<file path="src/rtl/dmem_arbiter.sv">
// Round-robin arbiter for one data-memory port (cpu vs ext), with a timeout watchdog.
// Latency: req->ack is 3 cycles minimum; requesters hold req until ack (cpu gets a combinational stall).
module dmem_arbiter #(
  parameter int TIMEOUT = 16,
  parameter int AW      = 32,
  parameter int DW      = 32
) (
  input  logic          clk,
  input  logic          reset,
  input  logic          cpu_req,
  input  logic          cpu_we,
  input  logic [AW-1:0] cpu_addr,
  input  logic [DW-1:0] cpu_wdata,
  input  logic [2:0]    cpu_dm_type,
  output logic [DW-1:0] cpu_rdata,
  output logic          cpu_ack,
  output logic          cpu_err,
  output logic          cpu_stall,
  input  logic          ext_req,
  input  logic          ext_we,
  input  logic [AW-1:0] ext_addr,
  input  logic [DW-1:0] ext_wdata,
  input  logic [2:0]    ext_dm_type,
  output logic [DW-1:0] ext_rdata,
  output logic          ext_ack,
  output logic          ext_err,
  output logic          mem_req,
  output logic          mem_we,
  output logic [AW-1:0] mem_addr,
  output logic [DW-1:0] mem_wdata,
  output logic [2:0]    mem_dm_type,
  input  logic [DW-1:0] mem_rdata,
  input  logic          mem_ack
);

  localparam int CW = $clog2(TIMEOUT + 1);

  typedef enum logic [1:0] {IDLE, BUSY_CPU, BUSY_EXT} state_t;

  state_t        state;
  logic [CW-1:0] cnt;
  logic          last_ext;
  logic          cpu_elig;
  logic          ext_elig;
  logic          grant_cpu;
  logic          grant_ext;
  logic          done;

  // A port is not eligible in its own ack cycle, so its held req is not re-served.
  assign cpu_elig  = cpu_req & ~cpu_ack;
  assign ext_elig  = ext_req & ~ext_ack;
  assign grant_cpu = cpu_elig & (~ext_elig | last_ext);
  assign grant_ext = ext_elig & (~cpu_elig | ~last_ext);
  assign done      = mem_ack | (cnt == CW'(TIMEOUT - 1));
  assign cpu_stall = cpu_req & ~cpu_ack;

  always_ff @(posedge clk or posedge reset) begin
    if (reset) begin
      state       <= IDLE;
      cnt         <= '0;
      last_ext    <= 1'b1;
      mem_req     <= 1'b0;
      mem_we      <= 1'b0;
      mem_addr    <= '0;
      mem_wdata   <= '0;
      mem_dm_type <= '0;
      cpu_rdata   <= '0;
      cpu_ack     <= 1'b0;
      cpu_err     <= 1'b0;
      ext_rdata   <= '0;
      ext_ack     <= 1'b0;
      ext_err     <= 1'b0;
    end else begin
      cpu_ack <= 1'b0;
      cpu_err <= 1'b0;
      ext_ack <= 1'b0;
      ext_err <= 1'b0;
      case (state)
        IDLE: begin
          cnt <= '0;
          if (grant_cpu) begin
            state       <= BUSY_CPU;
            last_ext    <= 1'b0;
            mem_req     <= 1'b1;
            mem_we      <= cpu_we;
            mem_addr    <= cpu_addr;
            mem_wdata   <= cpu_wdata;
            mem_dm_type <= cpu_dm_type;
          end else if (grant_ext) begin
            state       <= BUSY_EXT;
            last_ext    <= 1'b1;
            mem_req     <= 1'b1;
            mem_we      <= ext_we;
            mem_addr    <= ext_addr;
            mem_wdata   <= ext_wdata;
            mem_dm_type <= ext_dm_type;
          end
        end
        BUSY_CPU, BUSY_EXT: begin
          // mem_ack takes priority over expiry; an abort returns zero data with err set.
          if (done) begin
            state   <= IDLE;
            mem_req <= 1'b0;
            cnt     <= '0;
            if (state == BUSY_CPU) begin
              cpu_ack   <= 1'b1;
              cpu_err   <= ~mem_ack;
              cpu_rdata <= mem_ack ? mem_rdata : '0;
            end else begin
              ext_ack   <= 1'b1;
              ext_err   <= ~mem_ack;
              ext_rdata <= mem_ack ? mem_rdata : '0;
            end
          end else begin
            cnt <= cnt + 1'b1;
          end
        end
        default: begin
          state   <= IDLE;
          mem_req <= 1'b0;
          cnt     <= '0;
        end
      endcase
    end
  end

endmodule

</file>
<file path="config.mk">
export PLATFORM = sky130hd
export DESIGN_NAME = dmem_arbiter
export DESIGN_NICKNAME = d
export VERILOG_FILES = /design/src/rtl/dmem_arbiter.sv
export SDC_FILE = /design/constraint.sdc
export NUM_CORES = 1
export LEC_CHECK = 0
export ABC_AREA = 1
export ABC_CLOCK_PERIOD_IN_PS = 5050
export CORE_ASPECT_RATIO = 2
export CORE_MARGIN = 5
export CORE_UTILIZATION = 35
export CTS_CLUSTER_DIAMETER = 120
export CTS_CLUSTER_SIZE = 24
export DETAILED_ROUTE_END_ITERATION = 10
export GPL_TIMING_DRIVEN = 0
export PLACE_DENSITY = 0.69
export SLEW_MARGIN = 10
export SYNTH_ARGS = -nofsm -noshare
export SYNTH_HDL_FRONTEND = slang
export SYNTH_SLANG_ARGS = --single-unit
</file>
<file path="constraint.sdc">
create_clock -name clk -period 5.05 [get_ports clk]
set_clock_uncertainty 0.15 [all_clocks]
set_input_delay 0.505 -clock clk [delete_from_list [all_inputs] [get_ports clk]]
set_output_delay 0.505 -clock clk [all_outputs]
set_load 0.1 [all_outputs]
</file>
# Word level (Yosys, flattened, before mapping)
# Cells that the tools add are included.
word_totals:
  romBits: 0
  ram_bits: 0
  word_cells: 73
  regBits: 145
  mem_count: 0
  latchBits: 0
  in_bits: 173
op_classes:
  bitwise_logic: 14
  n_mul: 0
  muxes: 32
  magnitude_cmp: 0
  n_div: 0
  reduce_logical: 7
  shifts: 0
  n_addsub: 1
  eq_ne: 5
ops:
  columns: ["op", "n"]
  rows:
  - ["32-bit two-way mux", 5]
  - ["1-bit two-way mux", 18]
  - ["5-bit two-way mux", 2]
  - ["1-bit inverter", 7]
  - ["2-bit two-way mux", 3]
  - ["3-bit two-way mux", 2]
  - ["3-bit AND reduction", 2]
  - ["5-bit by 1-bit adder with 5-bit output (second input constant)", 1]
  - ["5-bit by 4-bit equality test with 1-bit output (second input constant)", 1]
  - ["1-bit bitwise AND", 4]
  - ["2-bit case mux with 2 select lines", 1]
  - ["2-bit AND reduction", 2]
  - ["3-bit inequality test (second input constant)", 1]
  - ["1-bit OR", 3]
  - ["2-bit by 1-bit equality test with 1-bit output (second input constant)", 1]
  - ["2-bit equality test (second input constant)", 1]
  - ["2-bit zero test", 1]
  - ["2-bit inequality test (second input constant)", 1]
  - ["1-bit case mux with 2 select lines", 1]
  - ["2-bit nonzero test", 1]
  - ["2-bit OR reduction", 1]

# Logic depth before layout (Yosys ltp)
logic_depth:
  word_depth: 8
  mapped_depth: 11
  depth_no_buf: 9

# Least setup slack after synthesis
# OpenSTA, ideal clock, no wires.
synth_path:
  path_type: "register to output"
  from: "register cpu_ack"
  to: "output port cpu_stall"
  setup_slack_ps: 2839
  arrival_time_ps: 1556
  path_buffers: 1
  path_stages_with_launch: 5
  cell_sequence: "dfrtp_1 -> inv_1 -> nand2_1 -> inv_2 -> buf_2"
synth_between:
  elab_chain_len: 2
synth_rtl:
  columns: ["element", "line", "source"]
  rows:
  - ["start, declared", "16", "output logic cpu_ack,"]
  - ["start signal, assigned", "68", "cpu_ack <= 1'b0;"]
  - ["start signal, assigned", "74", "cpu_ack <= 1'b0;"]
  - ["start signal, assigned", "106", "cpu_ack <= 1'b1;"]
  - ["1-bit inverter", "55", "assign cpu_stall = cpu_req & ~cpu_ack;"]
  - ["1-bit bitwise AND", "55", null]
  - ["end, declared", "18", "output logic cpu_stall,"]
# Every way passes these cells.

# Worst setup path in the final report
layout_path:
  from: "input port cpu_req"
  to: "output port cpu_stall"
layout_between:
  elab_chain_len: 1
layout_rtl:
  columns: ["element", "line", "source"]
  rows:
  - ["start, declared", "10", "input logic cpu_req,"]
  - ["1-bit bitwise AND", "55", null]
# Every way passes these cells.

==> flow_summary_export.csv <==
group,metric,value,unit
drt,vias_per_cell,4.51,
drt,wl_per_cell,15.8,µm
synthesis,synth-edff-count,0,
clocking,clock-sinks,145,
synthesis,synth_area_leaders,"dfrtp_1 53%, nand2_1 17%, nand3_1 10%, inv_1 8.2%, o21ai_0 3.8%",
drt,drtIter0Drc,267,
setup_path,crit_required,4.39,ns
floorplan,die_w,109,µm
drt,ant_nets,0,
synthesis,synthTopCellsByCount,"315 x nand2_1, 150 x inv_1, 144 x dfrtp_1, 139 x nand3_1, 52 x o21ai_0",
drt,dr.pass1.iters,4,
synthesis,synthArstFlopShare,1.00,
grt,grt.total_usage,0.212,
clocking,ctsResizeCount,0,
outcome,outcome,"finished, final reports clean",
synthesis,yosys_warnings,0,
clocking,cts_made_buffers,17,
floorplan,die_height,208,µm
synthesis,syn_area_per_cell,7.69,µm²
clocking,root_buffer,"clkbuf_16",
setup_path,critPathMaxStageDelay,1.17,ns
setup_path,cpMostUsedCell,"clkdlybuf4s50_1",
clocking,clock_latency,0.42,ns
placement,port_buffers,309,
floorplan,ios,311,
drt,vias,6717,
clocking,htree_levels,4,
setup_path,crit_path_max_fanout,10,
floorplan,die_area,22600,µm²
synthesis,synthesis.nets,1066,
drt,drc,0,
setup_path,worst-path-buf-inv,4,
synthesis,ys_types,23,
grt,grt_pass1_vias,6889,
drt,wirelength,23500,µm
synthesis,synth.top_cell.area_share,0.527,
synthesis,netlist_area,6840,µm²
layout,fillerInstances,1821,
sta,whs,0.289,ns
sta,drv_slew,0,
synthesis,synth_seq_area_share,0.531,
sta,final-hold-violation-count,0,
synthesis,ys_ff_latch,145,
min_path,holdCritPathClass,"input port to flip-flop",
setup_path,critPathArrivalTime,2.73,ns
clocking,post-cts-setup-buffer-count,0,
synthesis,ys.flop_type,"dfrtp_1",
sta,max_freq,295,MHz
setup_path,path_cells,"clkdlybuf4s50_1, nand2_1, inv_2, buf_2, clkdlybuf4s50_1",
setup_path,worstSetupEndpointType,"output pin",
layout,drive_gt1_frac,0.0658,
placement,routabilityCongestion,0.884,
clocking,cts_tree,"done",
sta,finalCritPeriodShare,0.671,
setup_path,slowest_stage,"clkdlybuf4s50_1",
layout,area_growth,58.8,%
synthesis,netlist_instances,889,
setup_path,crit_family,"buffers and inverters",
sta,finalSetupViolations,0,
synthesis,synth.most_common_cell,"nand2_1",
floorplan,start_util,0.355,
clocking,ctsHoldBuffers,0,
sta,rsz0062_at_grt,"no",
clocking,cts_max_path_buffers,2,
floorplan,num_rows,72,
synthesis,yosysTopAreaCell,"dfrtp_1",
sta,slew_headroom,0.278,
clocking,clkSlewWorstSetupHoldPaths,0.06,ns
layout,nets,1395,
setup_path,path_class,"input port to output pin",
sta,worst_slew_pin_slew,1.08,ns
setup_path,start_kind,"input port",
floorplan,core_area,19300,µm²
flow_run,maxCapViolations,0,
sta,post-route-min-period,3.39,ns
grt,gr-total-overflow,0,
placement,dp_hpwl,18700,µm
grt,grt_pass1_wl,36800,µm
grt,grt_max_degree,99,
grt,antenna_found_initial,2,
-- placed cells by master (no fill, tap or decap), drive strengths merged --
cell | Yosys | final
bufinv | 0 | 2
diode | 0 | 1
ha | 4 | 4
nor3 | 1 | 1
clkdlybuf4s50 | 0 | 309
clkinvlp | 0 | 3
dfrtp | 144 | 144
clkbuf | 10 | 29
nor3b | 1 | 1
o21ai | 67 | 67
inv | 152 | 154
nor2 | 9 | 9
nand2 | 316 | 316
dfstp | 1 | 1
buf | 42 | 43
a21oi | 1 | 1
nand3 | 140 | 140
clkinv | 0 | 6
xor2 | 1 | 1
-- logic make-up (layout without fill, tap and decap cells) --
family	Yosys count	count (layout)	synth area share
xor+xnor	1	1	0.00128
compound gates	68	68	0.0509
simple gates	467	467	0.284
fa+ha+maj	4	4	0.00732
buf+inv	204	546	0.126
flops	145	145	0.531
other cells	0	1	0
-- per-layer routing --
layer  GRT usage  vias to the layer above  share of wire
li1            -                     3377              -
met1       0.212                     3050           0.34
met2       0.395                      242           0.55
met3      0.0529                       46          0.068
met4       0.102                        2          0.042
met5           0                        -        0.00047
-- tightest hold or removal path: cells and delay by family --
family / cells / cell delay (ns)
buffers and inverters: 1 / 0.16
and+or+nand+nor: 1 / 0.08
AOI/OAI and AO/OA: 1 / 0.07
-- sequential cells by signal (all words and copies together), names as in the netlist --
signal	count
last_ext	1
cpu_rdata	32
ext_err	1
cpu_ack	1
mem_addr	32
mem_dm_type	3
mem_wdata	32
mem_we	1
state	2
cpu_err	1
ext_rdata	32
cnt	5
ext_ack	1
mem_req	1
-- layout make-up --
type	count	area, µm²	area share
Antenna cell	1	2.50	0.000230
Buffer	52	290	0.0267
Clock buffer	19	433	0.0398
Clock inverter	13	138	0.0127
Inverter	152	578	0.0532
Multi-Input combinational cell	540	2350	0.216
Sequential cell	145	3630	0.334
Tap cell	259	324	0.0298
Timing Repair Buffer	310	3120	0.287
-- metrics by stage --
step                instances  utilization  setup WS [ns]  TNS [ns]  area (µm²)
floorplan                 889            -          0.502         0        6840
global placement         1457        0.532          -1.59   -226.38       10300
detailed placement       1458        0.534           1.62         0       10300
CTS                      1490        0.563           1.61         0       10900
global route             1491        0.564           1.60         0       10900
finish                   1491        0.564           1.66         0       10900
-- final timing paths --
check	start	to	depth (start not counted)	slack [ns]
setup / recovery	cpu_req	cpu_stall	5	1.66
hold / removal	mem_ack	cpu_rdata[26]$_DFFE_PP0P_	3	0.29
setup reg to reg	cnt[0]$_DFF_PP0_	ext_rdata[3]$_DFFE_PP0P_	9	2.94
hold reg to reg	cnt[0]$_DFF_PP0_	cnt[0]$_DFF_PP0_	1	0.31
max in group asynchronous	reset	mem_req$_DFFE_PP0P_	3	3.60
min in group asynchronous	reset	ext_rdata[21]$_DFFE_PP0P_	2	0.32
Power is left out: the tool's default activity adds up to more than one toggle a clock period on the data nets, which glitch-free logic cannot reach.
